<file path="src/rtl/countdown_timer_pkg.sv">
// Shared types and default sizing for the countdown timer block.
package countdown_timer_pkg;

    localparam int unsigned DEF_WIDTH = 8;
    localparam int unsigned DEF_DIV   = 4;

    typedef enum logic [1:0] {
        ST_IDLE = 2'd0,
        ST_RUN  = 2'd1,
        ST_HOLD = 2'd2,
        ST_DONE = 2'd3
    } state_t;

endpackage

</file>
<file path="src/rtl/countdown_timer_if.sv">
// Control/status pin bundle between the timer and whatever drives it.
interface countdown_timer_if #(
    parameter int unsigned WIDTH = countdown_timer_pkg::DEF_WIDTH
);
    logic             load;
    logic [WIDTH-1:0] load_value;
    logic             start;
    logic             pause;
    logic             auto_reload;
    logic             out_en_n;
    logic [WIDTH-1:0] count_out;
    logic             busy;
    logic             done;
    logic             expired;

    modport master (
        output load, load_value, start, pause, auto_reload, out_en_n,
        input  count_out, busy, done, expired
    );

    modport slave (
        input  load, load_value, start, pause, auto_reload, out_en_n,
        output count_out, busy, done, expired
    );
endinterface

</file>
<file path="src/rtl/countdown_prescaler.sv">
// DIV-modulo counter; o_tick_c marks the enabled cycle on which it wraps.
module countdown_prescaler #(
    parameter int unsigned DIV = countdown_timer_pkg::DEF_DIV
) (
    input  logic clk,
    input  logic reset,
    input  logic i_en,
    input  logic i_clr,
    output logic o_tick_c
);
    localparam int unsigned CNT_W = (DIV > 1) ? $clog2(DIV) : 1;
    localparam logic [CNT_W-1:0] LAST = CNT_W'(DIV - 1);

    logic [CNT_W-1:0] r_cnt;

    assign o_tick_c = i_en && (r_cnt == LAST);

    // Count is held, not cleared, while disabled so a pause resumes mid-period.
    always_ff @(posedge clk) begin
        if (reset || i_clr) begin
            r_cnt <= '0;
        end else if (i_en) begin
            r_cnt <= o_tick_c ? '0 : r_cnt + CNT_W'(1);
        end
    end
endmodule

</file>
<file path="src/rtl/countdown_timer.sv">
// Loadable down-counter with prescaled decrement, pause/resume, auto-reload and expiry pulse.
module countdown_timer
    import countdown_timer_pkg::*;
#(
    parameter int unsigned WIDTH = DEF_WIDTH,
    parameter int unsigned DIV   = DEF_DIV
) (
    input  logic              clk,
    input  logic              reset,
    countdown_timer_if.slave  bus
);
    state_t           r_state;
    logic [WIDTH-1:0] r_count;
    logic [WIDTH-1:0] r_reload;
    logic             r_expired;

    logic w_presc_en;
    logic w_presc_clr;
    logic w_tick;
    logic w_restart;

    assign w_restart   = (r_state == ST_DONE) && !bus.pause && bus.start && (r_reload != '0);
    assign w_presc_en  = (r_state == ST_RUN) && !bus.load && !bus.pause;
    assign w_presc_clr = bus.load || w_restart;

    countdown_prescaler #(.DIV(DIV)) u_presc (
        .clk      (clk),
        .reset    (reset),
        .i_en     (w_presc_en),
        .i_clr    (w_presc_clr),
        .o_tick_c (w_tick)
    );

    always_ff @(posedge clk) begin
        if (reset) begin
            r_state   <= ST_IDLE;
            r_count   <= '0;
            r_reload  <= '0;
            r_expired <= 1'b0;
        end else begin
            r_expired <= 1'b0;
            if (bus.load) begin
                r_count  <= bus.load_value;
                r_reload <= bus.load_value;
                r_state  <= ST_IDLE;
            end else begin
                unique case (r_state)
                    ST_IDLE, ST_HOLD: begin
                        if (!bus.pause && bus.start) begin
                            if (r_count != '0) begin
                                r_state <= ST_RUN;
                            end else begin
                                r_state   <= ST_DONE;
                                r_expired <= 1'b1;
                            end
                        end
                    end
                    ST_RUN: begin
                        if (bus.pause) begin
                            r_state <= ST_HOLD;
                        end else if (w_tick) begin
                            // Reaching zero either reloads in place or parks in DONE.
                            if (r_count == WIDTH'(1)) begin
                                r_expired <= 1'b1;
                                if (bus.auto_reload && (r_reload != '0)) begin
                                    r_count <= r_reload;
                                end else begin
                                    r_count <= '0;
                                    r_state <= ST_DONE;
                                end
                            end else if (r_count != '0) begin
                                r_count <= r_count - WIDTH'(1);
                            end
                        end
                    end
                    ST_DONE: begin
                        if (w_restart) begin
                            r_count <= r_reload;
                            r_state <= ST_RUN;
                        end
                    end
                    default: r_state <= ST_IDLE;
                endcase
            end
        end
    end

    assign bus.busy      = (r_state == ST_RUN);
    assign bus.done      = (r_state == ST_DONE);
    assign bus.expired   = r_expired;
    assign bus.count_out = bus.out_en_n ? '0 : r_count;
endmodule
</file>
<file path="src/flat_wrapper.sv">
// flat-port wrapper written by rule: the top's interface ports become plain ports
module countdown_timer_flat import countdown_timer_pkg::*;
#(
    parameter int unsigned WIDTH = DEF_WIDTH,
    parameter int unsigned DIV   = DEF_DIV
)
  (clk, reset, bus_load, bus_load_value, bus_start, bus_pause, bus_auto_reload, bus_out_en_n, bus_count_out, bus_busy, bus_done, bus_expired);
  countdown_timer_if #(.WIDTH(WIDTH)) bus_i ();
  input  logic clk;
  input  logic reset;
  input wire logic [$bits(bus_i.load)-1:0] bus_load;
  input wire logic [$bits(bus_i.load_value)-1:0] bus_load_value;
  input wire logic [$bits(bus_i.start)-1:0] bus_start;
  input wire logic [$bits(bus_i.pause)-1:0] bus_pause;
  input wire logic [$bits(bus_i.auto_reload)-1:0] bus_auto_reload;
  input wire logic [$bits(bus_i.out_en_n)-1:0] bus_out_en_n;
  output wire logic [$bits(bus_i.count_out)-1:0] bus_count_out;
  output wire logic [$bits(bus_i.busy)-1:0] bus_busy;
  output wire logic [$bits(bus_i.done)-1:0] bus_done;
  output wire logic [$bits(bus_i.expired)-1:0] bus_expired;
  assign bus_i.load = bus_load;
  assign bus_i.load_value = bus_load_value;
  assign bus_i.start = bus_start;
  assign bus_i.pause = bus_pause;
  assign bus_i.auto_reload = bus_auto_reload;
  assign bus_i.out_en_n = bus_out_en_n;
  assign bus_count_out = bus_i.count_out;
  assign bus_busy = bus_i.busy;
  assign bus_done = bus_i.done;
  assign bus_expired = bus_i.expired;
  countdown_timer #(.WIDTH(WIDTH), .DIV(DIV)) u_core (.clk(clk), .reset(reset), .bus(bus_i));
endmodule
</file>
<file path="config.mk">
export PLATFORM = sky130hd
export DESIGN_NAME = countdown_timer_flat
export DESIGN_NICKNAME = d
export VERILOG_FILES = /design/src/rtl/countdown_timer_pkg.sv /design/src/rtl/countdown_timer_if.sv /design/src/rtl/countdown_prescaler.sv /design/src/rtl/countdown_timer.sv /design/src/flat_wrapper.sv
export SDC_FILE = /design/constraint.sdc
export NUM_CORES = 1
export LEC_CHECK = 0
export CELL_PAD_IN_SITES_DETAIL_PLACEMENT = 0
export CELL_PAD_IN_SITES_GLOBAL_PLACEMENT = 1
export CORE_UTILIZATION = 37
export CTS_CLUSTER_SIZE = 16
export DETAILED_ROUTE_END_ITERATION = 10
export PLACE_DENSITY_LB_ADDON = 0.1
export SLEW_MARGIN = 20
export SYNTH_ARGS = -nofsm -noshare
export SYNTH_HDL_FRONTEND = slang
export SYNTH_SLANG_ARGS = --single-unit
</file>
<file path="constraint.sdc">
create_clock -name clk -period 2.55 [get_ports clk]
set_clock_uncertainty 0.15 [all_clocks]
set_input_delay 0.51 -clock clk [delete_from_list [all_inputs] [get_ports clk]]
set_output_delay 0.51 -clock clk [all_outputs]
set_load 0.01 [all_outputs]
</file>
# == Yosys cells after proc, flatten, opt, wreduce, memory -nomap -nowiden ==
# Cells that the tools add are included.
# op_classes
reduce_logical,20
addsub,2
n_eq_ne,14
n_mux,24
# op_table
cell,n
$mux 8,8
$mux 2,8
$pmux 8 s2,1
$reduce_bool 8->1,2
$ne 3x2->1 const B,4
$reduce_and 5->1,2
$eq 8x1->1 const B,1
$logic_and 1x1->1,8
$sub 8x1->8 const B,1
$eq 2x2->1 const B,3
$ne 3x3->1 const B,2
$pmux 2 s3,1
$mux 1,5
$ne 2x1->1 const B,2
$ne 4x2->1 const B,1
$reduce_or 2->1,2
$reduce_bool 3->1,1
$add 2x1->2 const B,1
$eq 2x1->1 const B,1
$logic_not 1->1,2
$logic_not 2->1,1
$logic_or 1x1->1,2
$pmux 1 s2,1
# word_totals
word_cells,65
in_bits,15
out_inout_bits,11
regBits,21

# == Longest topological paths before layout ==
# Gate-level depths: netlist of run 1.
# logic_depth
ltp_word,8
mapped_depth,8
depth_no_buf,7

# == By module ==
# Synthesis of run 1 repeated with hierarchy kept, for this count alone.
# unflattened
cells_unflattened,157
hier_area_um2,1295.0
# by_module_without_submodules
module,n_inst,cells_each,area_per_inst_um2,seq_area_each_um2
countdown_timer,1,148,1193.6,380.4
countdown_prescaler,1,9,101.3,40.0

# == Least setup slack after synthesis of run 1 ==
# OpenSTA, ideal clock, no wires.
# synth_path
path_type,reg2reg
start,register u_core.r_count[0]
end,register u_core.r_count[3]
stages_incl_launch_ff,9
t_arrival_ns,1.702
setup_time_ns,0.138
setup_slack_ns,0.560
path_buffers,1
required_time_ns,2.262
synth_period_minus_slack_ns,1.990
path_cell_list,dfxtp_1 inv_1 ha_1 nor3b_2 a31oi_2 a311o_1 buf_6 nor2_1 a311oi_2
# synth_between
elab_chain_len,7
word_cells_on_any_way,11
cone_classes,add/sub (1); eq/ne (2); mux (6); reduce/logical (2)
# synth_lines
element,line_no,rtl
start: declaration,countdown_timer.sv:13,logic [WIDTH-1:0] r_count;
start signal: assignment,countdown_timer.sv:43,r_count <= bus.load_value;
start signal: assignment,countdown_timer.sv:66,r_count <= r_reload;
start signal: assignment,countdown_timer.sv:72,r_count <= r_count - WIDTH'(1);
$sub 8x1->8,countdown_timer.sv:72,
$mux 8,countdown_timer.sv:71,end else if (r_count != '0) begin
$mux 8,countdown_timer.sv:63,if (r_count == WIDTH'(1)) begin
$mux 8,countdown_timer.sv:61,end else if (w_tick) begin
$mux 8,countdown_timer.sv:59,if (bus.pause) begin
$pmux 8 s2,countdown_timer.sv:47,unique case (r_state)
$mux 8,countdown_timer.sv:42,if (bus.load) begin
# Several ways; a longest one is shown, not always the timed one. The select of a mux whose other input is x is not followed.
# A chain may end at the register's enable or synchronous reset.

# == Final worst setup path of run 1 ==
# layout_path
start,input bus_out_en_n
end,output bus_count_out[6]
# layout_between
elab_chain_len,1
# layout_lines
element,line_no,rtl
start: declaration,flat_wrapper.sv:16,input wire logic [$bits(bus_i.out_en_n)-1:0] bus_out_en_n;
$mux 8,countdown_timer.sv:91,assign bus.count_out = bus.out_en_n ? '0 : r_count;
end: declaration,flat_wrapper.sv:17,output wire logic [$bits(bus_i.count_out)-1:0] bus_count_out;
# No other way between the ends.

==> flow_summary_export.csv, run 1 <==
group,metric,value,unit
run_status,outcome,"finished clean",
pwr,p_int,0.5208,mW
min_path,hold_start,"u_core.r_reload[3]$_SDFFE_PP0P_",
setup_path,reg2reg_slack,0.26,ns
setup_path,worst_setup_path_end_kind,"output port",
layout,fillers,319,
setup_path,timing.rr.end,"u_core.r_count[3]$_SDFFE_PP0P_",
clock_network,cts_tree,"built",
setup_path,reg2regPathDepth,7,
sta,setup-violations-final,0,
routing,routed_via_density,5.336,
sta,fmax,0.4166,GHz
routing,vias,1238,
pwr,irDropWorstVdd,0.2659,mV
synthesis,synth_edf_count,0,
layout,diodes,0,
setup_path,slowest_delay,0.54,ns
floorplanning,initial_core_util,39.09,%
floorplanning,core_area,3390,um2
sta,finalSetupTns,0,ns
layout,nets,205,
floorplanning,die_w,61.84,um
setup_path,critPathSlowestCell,"clkdlybuf4s50_1",
layout,seqCellArea,420.4,um2
synthesis,yosysWarnings,0,
clock_network,hold_buffers,0,
floorplanning,rows,21,
pwr,pwr_density_cell,456.8,nW/um2
pwr,power.switching,0.2416,mW
clock_network,clk_pin_slew_worst_paths,0.11,ns
clock_network,clock-sinks,21,
place,dp_slack,0.1285,ns
clock_network,clk-insertion-delay-late,0.31,ns
routing,postRouteAntennaNets,0,
min_path,hold_end,"u_core.r_reload[3]$_SDFFE_PP0P_",
synthesis,ys_ff_latch,21,
global_route,grt_pass1_vias,1096,
sta,min_period_over_period,94.13,%
setup_path,critPathMostFrequentCell,"clkdlybuf4s50_1",
synthesis,synth_area,1325,um2
setup_path,cp_top_family,"buffers and inverters",
place,dp_hpwl,2.415,mm
sta,hold-worst-slack,0.3514,ns
sta,rsz0062_at_grt,"no",
min_path,hold_depth,2,
setup_path,worst_r2r_startpoint,"u_core.r_count[1]$_SDFFE_PP0P_",
synthesis,synth_compound_area_share,24.08,%
layout,final_util,49.24,%
synthesis,yosysUniqueCellTypes,41,
sta,slew_headroom,44.10,%
routing,drc,0,
global_route,grt_first_pass_wirelength,5.140,mm
pwr,seqPwrFrac,49.3,%
setup_path,crit_chain,"clkdlybuf4s50_1, nor2b_1, clkdlybuf4s50_1",
sta,slew_violations,0,
setup_path,critPathKind,"in2out",
synthesis,ys.flop_type,"dfxtp_1",
pwr,power,0.7624,mW
pwr,sw_frac_of_total,31.69,%
floorplanning,dieHeight,61.84,um
layout,final_common_cell,"clkdlybuf4s50_1",
synthesis,synth_top_family_by_area,"simple AND/OR/NAND/NOR gates",
layout,multi_input_area,830.8,um2
global_route,grt_overflow_total,0,
floorplanning,ios,26,
routing,finalWirelength,3.109,mm
clock_network,cts_buffers,3,
clock_network,post_cts_buffers,0,
synthesis,synth-adder-area-share,2.833,%
synthesis,post_synth_inst_count,160,
routing,firstDrtPassIters,4,
routing,drtIter0Drc,57,
setup_path,cp.required,1.89,ns
clock_network,cts_root_buffer,"clkbuf_4",
sta,worst_slew_pin_slew,0.8385,ns
routing,avgRoutedWirePerCell,13.40,um
setup_path,path_buf_inv,2,
job,max_cap_violations,0,
setup_path,worst_ep_arrival_time,1.74,ns
global_route,antenna_found_initial,0,
sta,fin_crit,2.400,ns
layout,final_cell_mix,"clkdlybuf4s50_1 (25), nand2_1 (21), dfxtp_1 (21), nor2_1 (17), a21oi_1 (14)",
clock_network,cts_resized,0,
global_route,grt_usage,18.37,%
clock_network,ctsLongestPathBuffers,2,
synthesis,async_flop_share,0,%
sta,final_hold_viol_count,0,
synthesis,syn_avg_cell_area,8.281,um2
pwr,clock_power_share,21.7,%
min_path,hold_class,"reg2reg",
setup_path,path_max_fanout,8,
synthesis,ys_seq_area_share,31.73,%
layout,drive_gt1_share,12.37,%
place,gp_congestion,0.8058,
synthesis,syn-num-nets,178,
setup_path,start_kind,"primary input",
floorplanning,die-area,3824,um2
synthesis,synthMuxAreaShare,3.116,%
pwr,cellLeakagePower,0.5970,nW
pwr,p_comb_share,29.0,%
global_route,grt_max_degree,13,
layout,area_growth,25.97,%
synthesis,yosys.area_share.xor_xnor,1.983,%
clock_network,htree_levels,1,
place,port_buffers,25,
synthesis,synthSimpleGateAreaFrac,30.69,%
sta,setup_slack,0.1497,ns
==> metal layers <==
layer | part of all wire (%) | track usage [%] | vias to the layer above
li1 | - | - | 633
met1 | 51 | 26.67 | 563
met2 | 44 | 27.65 | 38
met3 | 4.3 | 2.484 | 4
met4 | 1.2 | 6.667 | 0
met5 | 0 | 0 | -
==> how the worst max path moves through the flow <==
stage,startpoint,to,depth (start not counted)
after floorplan,u_core.r_count[0]$_SDFFE_PP0P_,u_core.r_count[3]$_SDFFE_PP0P_,8
after global placement,bus_out_en_n,bus_count_out[6],3
after detailed placement,bus_out_en_n,bus_count_out[6],3
after CTS,bus_out_en_n,bus_count_out[6],3
after global routing,bus_out_en_n,bus_count_out[6],3
final,bus_out_en_n,bus_count_out[6],3
==> worst min-delay path, delay by kind of cell, from the launching register on <==
kind            cells  cell delay (ns)
flops               1             0.34
simple gates        1             0.07
compound gates      1             0.06
==> through the flow <==
step	std cells	cell area, um2
CTS	232	1669
finish	232	1669
floorplan	160	1325
global route	232	1669
global placement	228	1643
detailed placement	228	1643
==> sequential cells by signal (all words and copies together) (netlist names) <==
name                  flops
u_core.bus.expired        1
u_core.r_count            8
u_core.r_reload           8
u_core.r_state            2
u_core.u_presc.r_cnt      2
==> Yosys cell counts, drive strengths merged, types with 3 or more instances <==
| cell type | n | area, um2 |
|---|---|---|
| a21oi | 14 | 70.07 |
| a311oi | 4 | 60.06 |
| a31oi | 7 | 50.05 |
| buf | 4 | 32.53 |
| clkbuf | 6 | 22.52 |
| dfxtp | 21 | 420.4 |
| ha | 3 | 37.54 |
| inv | 5 | 18.77 |
| mux2i | 3 | 30.03 |
| nand2 | 21 | 78.83 |
| nand2b | 8 | 50.05 |
| nand3 | 3 | 15.01 |
| nor2 | 17 | 63.81 |
| nor2b | 8 | 50.05 |
| nor3 | 3 | 15.01 |
| nor4 | 4 | 46.29 |
| o2111ai | 3 | 26.28 |
| xnor2 | 3 | 26.28 |
==> power by group through the flow <==
stage                     combinational [mW]  clock, mW  sequential, mW
after floorplan                        0.152          0           0.372
after global placement                 0.216          0           0.383
after detailed placement               0.219          0           0.383
after CTS                              0.220      0.172           0.376
after global routing                   0.242      0.187           0.380
final                                  0.221      0.165           0.376
==> final cells by class <==
cell class                      instances  share of cell area [%]
Tap cell                               46                   3.448
Inverter                                5                   1.124
Sequential cell                        21                   25.19
Timing Repair Buffer                   32                   18.89
Clock buffer                            4                   1.574
Multi-Input combinational cell        124                   49.78
==> cell families after synthesis <==
logic type,count (synthesis)
AO/OA/AOI/OAI,41
XOR/XNOR,3
adder cells (fa/ha/maj),3
buffers and inverters,15
flip-flops,21
multiplexers,4
AND/OR/NAND/NOR,73
No activity file was read; power rests on OpenSTA's default activity.
==> inputs of run 2 (changes only) <==
--- a/config.mk
+++ b/config.mk
@@ -10,6 +10,7 @@
 export CORE_UTILIZATION = 37
 export CTS_CLUSTER_SIZE = 16
 export DETAILED_ROUTE_END_ITERATION = 10
+export GPL_ROUTABILITY_DRIVEN = 0
 export PLACE_DENSITY_LB_ADDON = 0.1
 export SLEW_MARGIN = 20
 export SYNTH_ARGS = -nofsm -noshare
==> results of run 2 <==
Same layout as run 1: the final DEF is identical, and so are final timing and power.
==> inputs of run 3 (changes only) <==
--- a/config.mk
+++ b/config.mk
@@ -11,6 +11,7 @@
 export CTS_CLUSTER_SIZE = 16
 export DETAILED_ROUTE_END_ITERATION = 10
 export GPL_ROUTABILITY_DRIVEN = 0
+export GPL_TIMING_DRIVEN = 0
 export PLACE_DENSITY_LB_ADDON = 0.1
 export SLEW_MARGIN = 20
 export SYNTH_ARGS = -nofsm -noshare
==> run 3 against run 2 <==
Against the previous run:
- sequential power shrank 2%
- clock power is essentially flat
- count of clock-buffer cells in the layout is the same
- sequential share of layout area grew 0.46 points
- non-clock buffer count grew 1
- power shrank 0.52%
- first-iteration DRC count grew 8.8%
- register-to-register slack is essentially flat
- routed wire length grew 5.0%
- flip-flop and latch count is the same
- highest routed layer unchanged
==> flow_summary_export.csv, run 3 (synthesis results as in run 1) <==
group,metric,value,unit
setup_path,worst_setup_path_end_kind,"output port",
layout,reg_top3,"u_core.r_count (8), u_core.r_reload (8)",
layout,drive_gt1_share,10.70,%
place,postPlaceCellArea,1613,um2
layout,area_growth,23.70,%
min_path,hold_class,"reg2reg",
setup_path,path_buf_inv,2,
floorplanning,die_w,61.84,um
setup_path,worstSetupStartpoint,"bus_out_en_n",
pwr,power.switching,0.2442,mW
clock_network,post_cts_buffers,0,
layout,nets,206,
pwr,sw_frac_of_total,32.19,%
setup_path,worst_r2r_startpoint,"u_core.r_count[0]$_SDFFE_PP0P_",
setup_path,crit_chain,"clkdlybuf4s50_1, nor2b_1, clkdlybuf4s50_1",
sta,min_period_over_period,94.65,%
clock_network,clk_pin_slew_worst_paths,0.13,ns
job,max_cap_violations,0,
setup_path,critPathSlowestCell,"clkdlybuf4s50_1",
pwr,cellLeakagePower,0.5770,nW
routing,finalWirelength,3.263,mm
pwr,irDropWorstVdd,0.2399,mV
clock_network,htree_levels,1,
min_path,hold_depth,2,
global_route,grt_max_degree,12,
sta,fin_crit,2.413,ns
clock_network,hold_buffers,0,
clock_network,cts_tree,"built",
floorplanning,initial_core_util,39.09,%
sta,final_hold_viol_count,0,
routing,firstDrtPassIters,4,
layout,post-route-cell-area,1639,um2
clock_network,cts_resized,0,
setup_path,slowest_delay,0.54,ns
sta,finalSetupTns,0,ns
global_route,grt_usage,19.13,%
floorplanning,die-area,3824,um2
pwr,pwr_density_cell,462.7,nW/um2
setup_path,reg2reg_slack,0.27,ns
sta,worst_slew_pin_slew,0.6034,ns
sta,rsz0062_at_grt,"no",
layout,final_common_cell,"clkdlybuf4s50_1",
pwr,p_int,0.5143,mW
setup_path,timing.rr.end,"u_core.r_count[5]$_SDFFE_PP0P_",
clock_network,cts_root_buffer,"clkbuf_4",
routing,routed_via_density,5.275,
floorplanning,ios,26,
clock_network,ctsLongestPathBuffers,2,
setup_path,worst_ep_arrival_time,1.75,ns
clock_network,clock-sinks,21,
layout,final_cell_mix,"clkdlybuf4s50_1 (23), nand2_1 (21), dfxtp_1 (21), nor2_1 (17), a21oi_1 (14)",
global_route,grt_overflow_total,0,
clock_network,clk-insertion-delay-late,0.30,ns
routing,avgRoutedWirePerCell,14.00,um
global_route,antenna_found_initial,0,
pwr,clock_power_share,22.1,%
pwr,seqPwrFrac,48.8,%
pwr,p_comb_share,29.1,%
routing,drc,0,
setup_path,critPathMostFrequentCell,"clkdlybuf4s50_1",
min_path,hold_start,"u_core.r_reload[6]$_SDFFE_PP0P_",
global_route,grt_pass1_vias,1126,
place,dp_hpwl,2.511,mm
floorplanning,rows,21,
global_route,grt_first_pass_wirelength,5.430,mm
min_path,hold_end,"u_core.r_reload[6]$_SDFFE_PP0P_",
sta,slew_headroom,59.77,%
routing,vias,1229,
sta,slew_violations,0,
routing,postRouteAntennaNets,0,
floorplanning,dieHeight,61.84,um
layout,diodes,0,
setup_path,critPathKind,"in2out",
clock_network,cts_buffers,3,
sta,fmax,0.4143,GHz
setup_path,path_max_fanout,8,
sta,setup-violations-final,0,
floorplanning,core_area,3390,um2
place,port_buffers,23,
setup_path,reg2regPathDepth,7,
routing,drtIter0Drc,62,
setup_path,cp.required,1.89,ns
layout,fillers,339,
run_status,outcome,"finished clean",
setup_path,cp_top_family,"buffers and inverters",
setup_path,start_kind,"primary input",
==> run 3: worst max path at each step <==
| stage | end | slack, ns | depth (start not counted) |
|---|---|---|---|
| finish | bus_count_out[7] | 0.14 | 3 |
| global route | u_core.r_count[5]$_SDFFE_PP0P_ | 0.01 | 7 |
| CTS | bus_count_out[7] | 0.11 | 3 |
| detailed placement | bus_count_out[7] | 0.12 | 3 |
| global placement | bus_count_out[2] | 0.16 | 3 |
| floorplan | u_core.r_count[3]$_SDFFE_PP0P_ | 0.56 | 8 |
==> run 3: final cells by class <==
type | count | area (um2) | area share [%]
inverter | 5 | 18.77 | 1.145
multi-input combinational | 124 | 830.8 | 50.69
tap | 46 | 57.56 | 3.511
buffer | 10 | 55.05 | 3.359
timing repair buffer | 23 | 230.2 | 14.05
sequential | 21 | 420.4 | 25.65
clock buffer | 4 | 26.28 | 1.603
==> run 3: through the flow <==
step / total power, mW / util (%) / setup WS (ns) / hold slack [ns] / instances
6_report: 0.7585 / 48.36 / 0.1365 / 0.3638 / 233
5_1_grt: 0.8034 / 48.36 / 0.01257 / 0.3866 / 233
4_1_cts: 0.7635 / 48.36 / 0.1146 / 0.3579 / 233
3_5_place_dp: 0.5967 / 47.58 / 0.1189 / 0.3396 / 229
3_3_place_gp: 0.5938 / 47.58 / 0.1556 / 0.3303 / 229
2_1_floorplan: 0.5238 / - / 0.5604 / 0.3130 / 160
==> run 3: worst reg2reg max path, delay by kind of cell, from the launching register on <==
kind                     cells  cell delay, ns
AO/OA/AOI/OAI                4            0.96
adder cells (fa/ha/maj)      1            0.18
buffers and inverters        1            0.09
flip-flops                   1            0.38
AND/OR/NAND/NOR              1            0.45
==> run 3: power by group through the flow <==
stage                     combinational [mW]  clock (mW)  sequential, mW
after detailed placement               0.220           0           0.377
final                                  0.221       0.168           0.370
after CTS                              0.221       0.173           0.370
after global placement                 0.218           0           0.376
after floorplan                        0.152           0           0.372
after global routing                   0.246       0.184           0.373
==> run 3: layer usage <==
metal  vias to the layer above  wire length [um]  track usage (%)
met5                         -                 0                0
met4                         0                20            4.762
met3                         2                98            1.863
met2                        30              1468            29.95
met1                       560              1675            28.16
li1                        637                 -                -
